`src/rtl/reg_file_pkg.sv`:
```
// Shared constants, types and helpers for the dual-port register file.
package reg_file_pkg;

  localparam int unsigned ZERO_ADDR = 0;

  // Request fields are sized for the widest supported configuration; instances
  // zero-extend their narrower ports into them.
  localparam int unsigned REQ_AW = 16;
  localparam int unsigned REQ_DW = 64;

  typedef struct packed {
    logic              we;
    logic [REQ_AW-1:0] wa;
    logic [REQ_DW-1:0] wd;
  } wr_req_t;

  function automatic int unsigned out_addr(input int unsigned aw);
    return (32'd1 << aw) - 32'd1;
  endfunction

  // True when the request carries no bits above the instance's address/data width.
  function automatic logic req_fits(input wr_req_t r, input int unsigned aw,
                                    input int unsigned dw);
    return ((r.wa >> aw) == '0) && ((r.wd >> dw) == '0);
  endfunction

endpackage

```
`src/rtl/reg_file_out_port.sv`:
```
// Valid/ready handshake state for the CPU output register, with sticky overrun.
module reg_file_out_port (
  input  logic CLK,
  input  logic RST_N,
  input  logic out_we,
  input  logic out_ready,
  output logic out_valid,
  output logic out_overrun
);

  logic valid_nxt;
  logic overrun_nxt;

  // A fresh write keeps valid high even when the consumer takes data on the same edge.
  always_comb begin
    valid_nxt   = out_valid;
    overrun_nxt = out_overrun;
    if (out_we) begin
      valid_nxt = 1'b1;
      if (out_valid && !out_ready) begin
        overrun_nxt = 1'b1;
      end
    end else if (out_valid && out_ready) begin
      valid_nxt = 1'b0;
    end
  end

  always_ff @(posedge CLK) begin
    if (!RST_N) begin
      out_valid   <= 1'b0;
      out_overrun <= 1'b0;
    end else begin
      out_valid   <= valid_nxt;
      out_overrun <= overrun_nxt;
    end
  end

endmodule

```
`src/rtl/reg_file_dp.sv`:
```
// 2**ADDR_W x DATA_W register file: two async read ports, two prioritised write
// ports, zero register, handshaked top-entry output. Optional REG_FILE_BYPASS_EN.
module reg_file_dp
  import reg_file_pkg::*;
#(
  parameter int unsigned DATA_W = 8,
  parameter int unsigned ADDR_W = 4
) (
  input  logic              CLK,
  input  logic              RST_N,
  input  logic              WE1,
  input  logic [ADDR_W-1:0] WA1,
  input  logic [DATA_W-1:0] WD1,
  input  logic              WE2,
  input  logic [ADDR_W-1:0] WA2,
  input  logic [DATA_W-1:0] WD2,
  input  logic [ADDR_W-1:0] RA1,
  input  logic [ADDR_W-1:0] RA2,
  output logic [DATA_W-1:0] RD1,
  output logic [DATA_W-1:0] RD2,
  output logic [DATA_W-1:0] cpu_out,
  output logic              out_valid,
  input  logic              out_ready,
  output logic              out_overrun
);

  localparam int unsigned       DEPTH    = 2 ** ADDR_W;
  localparam logic [ADDR_W-1:0] OUT_ADDR = ADDR_W'(out_addr(ADDR_W));

  logic [DATA_W-1:0] mem [DEPTH];

  wr_req_t req1;
  wr_req_t req2;
  logic    acc1_c;
  logic    acc2_c;
  logic    out_we_c;

  // Priority resolution: port 2 loses any same-address collision with port 1.
  always_comb begin
    req1     = '{we: WE1, wa: REQ_AW'(WA1), wd: REQ_DW'(WD1)};
    req2     = '{we: WE2, wa: REQ_AW'(WA2), wd: REQ_DW'(WD2)};
    acc1_c   = req1.we && (req1.wa != REQ_AW'(ZERO_ADDR))
               && req_fits(req1, ADDR_W, DATA_W);
    acc2_c   = req2.we && (req2.wa != REQ_AW'(ZERO_ADDR))
               && req_fits(req2, ADDR_W, DATA_W)
               && !(acc1_c && (req2.wa == req1.wa));
    out_we_c = (acc1_c && (req1.wa == REQ_AW'(OUT_ADDR)))
               || (acc2_c && (req2.wa == REQ_AW'(OUT_ADDR)));
  end

  always_ff @(posedge CLK) begin
    if (!RST_N) begin
      for (int unsigned i = 0; i < DEPTH; i++) begin
        mem[i] <= '0;
      end
    end else begin
      if (acc1_c) mem[req1.wa[ADDR_W-1:0]] <= req1.wd[DATA_W-1:0];
      if (acc2_c) mem[req2.wa[ADDR_W-1:0]] <= req2.wd[DATA_W-1:0];
    end
  end

  assign cpu_out = mem[OUT_ADDR];

`ifdef REG_FILE_BYPASS_EN
  always_comb begin
    RD1 = mem[RA1];
    if (RA1 == ADDR_W'(ZERO_ADDR)) begin
      RD1 = '0;
    end else if (acc1_c && (req1.wa == REQ_AW'(RA1))) begin
      RD1 = req1.wd[DATA_W-1:0];
    end else if (acc2_c && (req2.wa == REQ_AW'(RA1))) begin
      RD1 = req2.wd[DATA_W-1:0];
    end
  end

  always_comb begin
    RD2 = mem[RA2];
    if (RA2 == ADDR_W'(ZERO_ADDR)) begin
      RD2 = '0;
    end else if (acc1_c && (req1.wa == REQ_AW'(RA2))) begin
      RD2 = req1.wd[DATA_W-1:0];
    end else if (acc2_c && (req2.wa == REQ_AW'(RA2))) begin
      RD2 = req2.wd[DATA_W-1:0];
    end
  end
`else
  always_comb begin
    RD1 = (RA1 == ADDR_W'(ZERO_ADDR)) ? '0 : mem[RA1];
    RD2 = (RA2 == ADDR_W'(ZERO_ADDR)) ? '0 : mem[RA2];
  end
`endif

  reg_file_out_port u_out_port (
    .CLK         (CLK),
    .RST_N       (RST_N),
    .out_we      (out_we_c),
    .out_ready   (out_ready),
    .out_valid   (out_valid),
    .out_overrun (out_overrun)
  );

endmodule

```
`config.mk`:
```
export PLATFORM = sky130hd
export DESIGN_NAME = reg_file_dp
export DESIGN_NICKNAME = d
export VERILOG_FILES = /design/src/rtl/reg_file_pkg.sv /design/src/rtl/reg_file_out_port.sv /design/src/rtl/reg_file_dp.sv
export SDC_FILE = /design/constraint.sdc
export NUM_CORES = 1
export LEC_CHECK = 0
export BUFFER_PORTS_ARGS = -buffer_cell sky130_fd_sc_hd__buf_4
export CAP_MARGIN = 40
export CORE_MARGIN = 4
export CORE_UTILIZATION = 35
export CTS_CLUSTER_DIAMETER = 120
export CTS_CLUSTER_SIZE = 40
export DETAILED_ROUTE_END_ITERATION = 6
export PLACE_DENSITY_LB_ADDON = 0.25
export RECOVER_POWER = 50
export SLEW_MARGIN = 20
export SYNTH_ARGS = -nofsm -noshare
export SYNTH_HDL_FRONTEND = slang
export SYNTH_SLANG_ARGS = --single-unit
```
`constraint.sdc`:
```
create_clock -name CLK -period 9.8 [get_ports CLK]
set_clock_uncertainty 0.2 [all_clocks]
set_input_delay 2.45 -clock CLK [delete_from_list [all_inputs] [get_ports CLK]]
set_output_delay 2.45 -clock CLK [all_outputs]
set_load 0.01 [all_outputs]
```
* Yosys cells after proc, flatten, opt, wreduce, memory -nomap -nowiden
Memory sizes are Yosys's and may differ from the RTL's. Cells that the tools add are included.
Storage, ports and cells: bits in writable memories 128, bits of input ports 37, bits in registers 2, output and inout port bits 26, logic and storage cells 42, memories 1
Cells by class: multiplexer cells 17, reductions and logical operators 19, equal/unequal tests 3
Memories:
- mem | depth 16, width 8, read ports 3, clocked after Yosys merged registers in 0, wr ports 16, RTL line reg_file_dp.sv:30 | logic [DATA_W-1:0] mem [DEPTH];
Operator list (count):
- $mux W8 | 4
- $reduce_or A8 Y1 | 2
- $mux W1 | 11
- $eq A4 B4 Y1 const B | 2
- $logic_and A1 B1 Y1 | 8
- $logic_not A4 Y1 | 2
- $mux W4 | 2
- $reduce_bool A4 Y1 | 2
- $eq A4 B4 Y1 | 1
- $logic_not A1 Y1 | 2
- $reduce_and A2 Y1 | 1
- $reduce_bool A2 Y1 | 1
- $logic_or A1 B1 Y1 | 1

* Longest topological paths before layout
depth after elaboration 10, gate-level depth with buffers 6, mapped depth without buffers 4

* Cells and area by module
Synthesis repeated with hierarchy kept, for this count alone.
Unflattened totals: cell total of the unflattened synthesis 671, area, all modules 7669.9 µm²
Modules (own cells, without submodules):
- reg_file_dp | sequential area each 3603.5 µm², area an instance 7601.0 µm², cells an instance 665, times used 1
- reg_file_out_port | sequential area each 40.0 µm², area an instance 68.8 µm², cells an instance 6, times used 1

* Worst setup path after synthesis
Ideal clock, no wire load.
path kind input-to-output, start in RA1[0], end out RD1[0], buffers on the path 2, slack 3.271 ns, required time 7.150 ns, arrival time 3.879 ns, stages 6, cell sequence buf_2 > buf_2 > mux4_2 > mux2_2 > nand2_1 > o21ai_0
On the way: word-level cells in the longest chain between the ends 2, elaborated cells between the ends (all ways) 3, classes of those cells mux (1); reduce/logical (1); memory (1)
Ends and longest elaborated chain:
- start, declared | RTL line reg_file_dp.sv:17 | input logic [ADDR_W-1:0] RA1,
- $mem_v2 Z16 W8 or $logic_not A4 Y1 (tied branches)
- $mux W8 * | RTL line reg_file_dp.sv:88 | RD1 = (RA1 == ADDR_W'(ZERO_ADDR)) ? '0 : mem[RA1];
- end, declared | RTL line reg_file_dp.sv:19 | output logic [DATA_W-1:0] RD1,
Every way passes the cells marked *; elsewhere a longest branch is shown, timed or not.

* Final worst setup path
start in RA2[0], end out RD2[3]
On the way: word-level cells in the longest chain between the ends 2, elaborated cells between the ends (all ways) 3, classes of those cells mux (1); reduce/logical (1); memory (1)
Ends and longest elaborated chain:
- start, declared | RTL line reg_file_dp.sv:18 | input logic [ADDR_W-1:0] RA2,
- $mem_v2 Z16 W8 or $logic_not A4 Y1 (tied branches)
- $mux W8 * | RTL line reg_file_dp.sv:89 | RD2 = (RA2 == ADDR_W'(ZERO_ADDR)) ? '0 : mem[RA2];
- end, declared | RTL line reg_file_dp.sv:20 | output logic [DATA_W-1:0] RD2,
Marked as above.

==> results by group <==
Setup path
  – CP bufs+invs: 2
  – Endpoint class of the critical path: output port
  – CP Launch Type: input pin
  – Most Frequent Cell on Critical Path: buf_4
  – Slowest cell delay on critical path: about 0.58 ns
  – Critical path type: in -> out
  – Critical Path AT: 4.29 ns
  – FF-to-FF path depth: 4
  – Reg-to-Reg End: u_out_port.out_overrun
  – Maximum fanout along the worst path: 33
  – Worst path top cell family by delay: multiplexers
  – Crit path cell chain: buf_4 > mux4_2 > mux2_2 > nand2_1 > o21ai_0 > buf_4
  – Worst r2r src: u_out_port.out_valid
  – Worst R2R Setup Slack: 8.84 ns
  – Req. time, crit path: between 7 and 8 ns
  – Worst path slowest cell: mux4_2

Final layout
  – Antenna cells: 0
  – Final nets: about 790
  – Fillers: between 2,000 and 2,500
  – Layout Utilization: 41.13%
  – Layout cells sized above 1: between 20% and 30%
  – Area Growth Syn to Fin: 16.25%

Floorplanning
  – Core ar.: roughly 23,000 um^2
  – FP Rows: 55
  – Die width: 159.1 um
  – Initial core utilization: 35.38%
  – Die Height: about 160 um
  – Die area: roughly 25,000 um^2
  – Io pins: 63

Worst hold path
  – Min-Delay Path Depth: 2
  – Hold WC Path Type: reg -> reg
  – Worst Hold End: u_out_port.out_overrun
  – Hold path startpoint: u_out_port.out_overrun

Clocking
  – Post-CTS Setup Inserts: 0
  – Clock Tree Root: clkbuf_16
  – Worst skew pair latency: roughly 0.43 ns
  – CTS tree: yes
  – CTS buffer count: 17
  – Post-CTS sizing: 0
  – Clock sinks: 130
  – Hold Buf Count CTS: 0
  – Clock buffer depth: 2
  – H-tree levels: 4
  – CTS clk-pin slew, worst paths: around 0.060 ns

Yosys
  – Share of the synthesized area in the top cell type: 48.13%
  – Post-Synth Adder-Cell Area: 0%
  – Post-synthesis simple-gate area fraction: 12.77%
  – Post-synth top flop: edfxtp_1
  – Post-synth ARST share: 0%
  – Library cells used by synthesis: 38
  – Cell Area, Synth: ~8000 um^2
  – Synth top area cells: edfxtp_1 48%, mux4_2 18%, nand2_1 8.5%, o21ai_0 5.7%, o21ai_2 2.6%
  – Cell taking the most area after synthesis: edfxtp_1
  – Main combinational cell family by area after synthesis: multiplexers
  – Sequential area share after synthesis: roughly 50%
  – Compound-Gate Fraction of Synth Area: 12.09%
  – Synth Instances: 696
  – Synth warn: 0
  – Count leader, synth: nand2_1
  – Syn Area/Cell: around 11 um^2
  – Post-Synth XOR/XNOR Area: 0.3290%
  – Number of flops mapped to enable cells by yosys: 128
  – Synth top cells by count: 181 x nand2_1, 128 x edfxtp_1, 91 x o21ai_0
  – Mux contribution to synthesized area: between 20% and 30%
  – Seq cells post-synth: 130

Routing
  – Routed wire length: around 25 mm
  – DRT iter0 DRCs: 821
  – Via density: 5.934
  – First-pass DRT Iterations: 6
  – Drc violations: 0
  – Routed len/inst: about 24 um
  – M1 wire length: around 9.9 mm
  – Met2 WL: 12.35 mm
  – Total number of vias: about 6,200
  – Routed length on met3: 1.972 mm
  – Post-route ant nets: 0
  – Top routing layer in use: met5

Pwr
  – Lkg Pwr: around 3.0 nW
  – Peak supply drop: 0.1136 mV
  – PwrDens: ~170 nW/um^2

Job
  – Max-cap check violation count: 4

STA
  – Period minus WS final: about 6.9 ns
  – RSZ-0062 raised after global routing: false
  – Tcrit/Tclk final: 70.85%
  – Slew @ Worst Pin: 2.209 ns
  – Final setup vio count: 0
  – Final setup TNS: 0 ns
  – Endpoints failing hold: 0
  – Slew Limit Fails: ~110
  – Relative slew slack: -47.28%
  – Fmax: about 0.14 GHz

Global route
  – Initial antenna violation count: 1
  – Overall Global Routing Usage: between 10% and 20%
  – Global route overflow: 0
  – Vias in the first global route: between 6,000 and 7,000
  – Largest net degree at the start of global routing: 34
  – First-pass GRT wire length: about 38 mm

Placement
  – Buffers on Ports: a little over 60
  – Hpwl dp: 17.83 mm
  – GPL Wtd Cong: 0.8727

Status
  – Failing checks: capacitance limit, slew limit
  – Outcome: finished with violations
layout by cell type, fill, tap and decap left out, drive strengths merged:
cell	n
dfxtp	2
o311ai	3
mux4	64
nor4	3
nor3	5
nand4	2
nand2b	3
or2	2
mux2i	16
o21ai	144
clkinv	9
and2	3
o2111ai	5
nor2b	4
or3	1
nand3	12
clkbuf	39
o41ai	3
mux2	16
nor2	25
nand4b	2
conb	8
inv	5
a31oi	2
a21boi	1
a21oi	1
xnor2	3
clkinvlp	1
edfxtp	128
nand2	181
buf	71
bufinv	4
sequential cells by signal (all words and copies together) (netlist names):
register	flops
mem	128
u_out_port.out_overrun	1
u_out_port.out_valid	1
routing by layer:
| layer | track usage (%) | up-vias |
|---|---|---|
| met5 | 0 | - |
| met1 | 25.66 | 3107 |
| li1 | - | 2728 |
| met2 | 32.86 | 349 |
| met3 | 4.038 | 63 |
| met4 | 7.495 | 2 |
report_power, final:
group / switching, W / leakage [nW] / internal (W) / total, W
logic: 0.000122 / 1.47 / 0.0000997 / 0.000222
registers: 0.0000213 / 1.25 / 0.000651 / 0.000672
clock network: 0.000240 / 0.299 / 0.000424 / 0.000664
worst min-delay path: cells and delay by family (launching register included):
kind                   cells  cell delay [ns]
DFF                        1             0.31
buffers and inverters      1             0.07
AOI/OAI and AO/OA          1             0.07
stage by stage:
| stage | worst slack (ns) | power (W) | std cells | hold slack, ns | area (um^2) |
|---|---|---|---|---|---|
| 2_1_floorplan | 3.271 | 0.0008162 | 703 | 0.2938 | 8013 |
| 3_3_place_gp | 2.830 | 0.0009025 | 1009 | 0.2696 | 8701 |
| 3_5_place_dp | 2.839 | 0.0009112 | 1018 | 0.2773 | 8773 |
| 4_1_cts | 2.838 | 0.001569 | 1050 | 0.2972 | 9392 |
| 5_1_grt | 2.748 | 0.001611 | 1053 | 0.3325 | 9284 |
| 6_report | 2.857 | 0.001558 | 1053 | 0.2921 | 9284 |
layout make-up:
class / count / area (um^2) / share of cell area, %
Sequential cell: 130 / 3884 / 41.83
Multi-Input combinational cell: 509 / 3797 / 40.90
Timing Repair Buffer: 92 / 609.3 / 6.563
Clock buffer: 18 / 429.2 / 4.623
Tap cell: 285 / 356.6 / 3.841
Clock inverter: 14 / 188.9 / 2.035
Inverter: 5 / 18.77 / 0.2022
kinds of logic (layout without fill, tap and decap cells):
group                  after synthesis  after routing
XOR/XNOR                             3              3
AO/OA/AOI/OAI                      159            159
other                                1              8
multiplexers                        96             96
buffers and inverters               64            129
AND/OR/NAND/NOR                    243            243
flip-flops                         130            130
worst max-delay path by stage:
stage               startpoint  endpoint  cells after the start
finish                  RA2[0]    RD2[3]                      6
CTS                     RA2[0]    RD2[3]                      6
detailed placement      RA1[0]    RD1[3]                      6
global route            RA2[0]    RD2[3]                      6
floorplan               RA1[0]    RD1[0]                      6
global placement        RA1[0]    RD1[3]                      6
(Power assumes the default switching activity.)
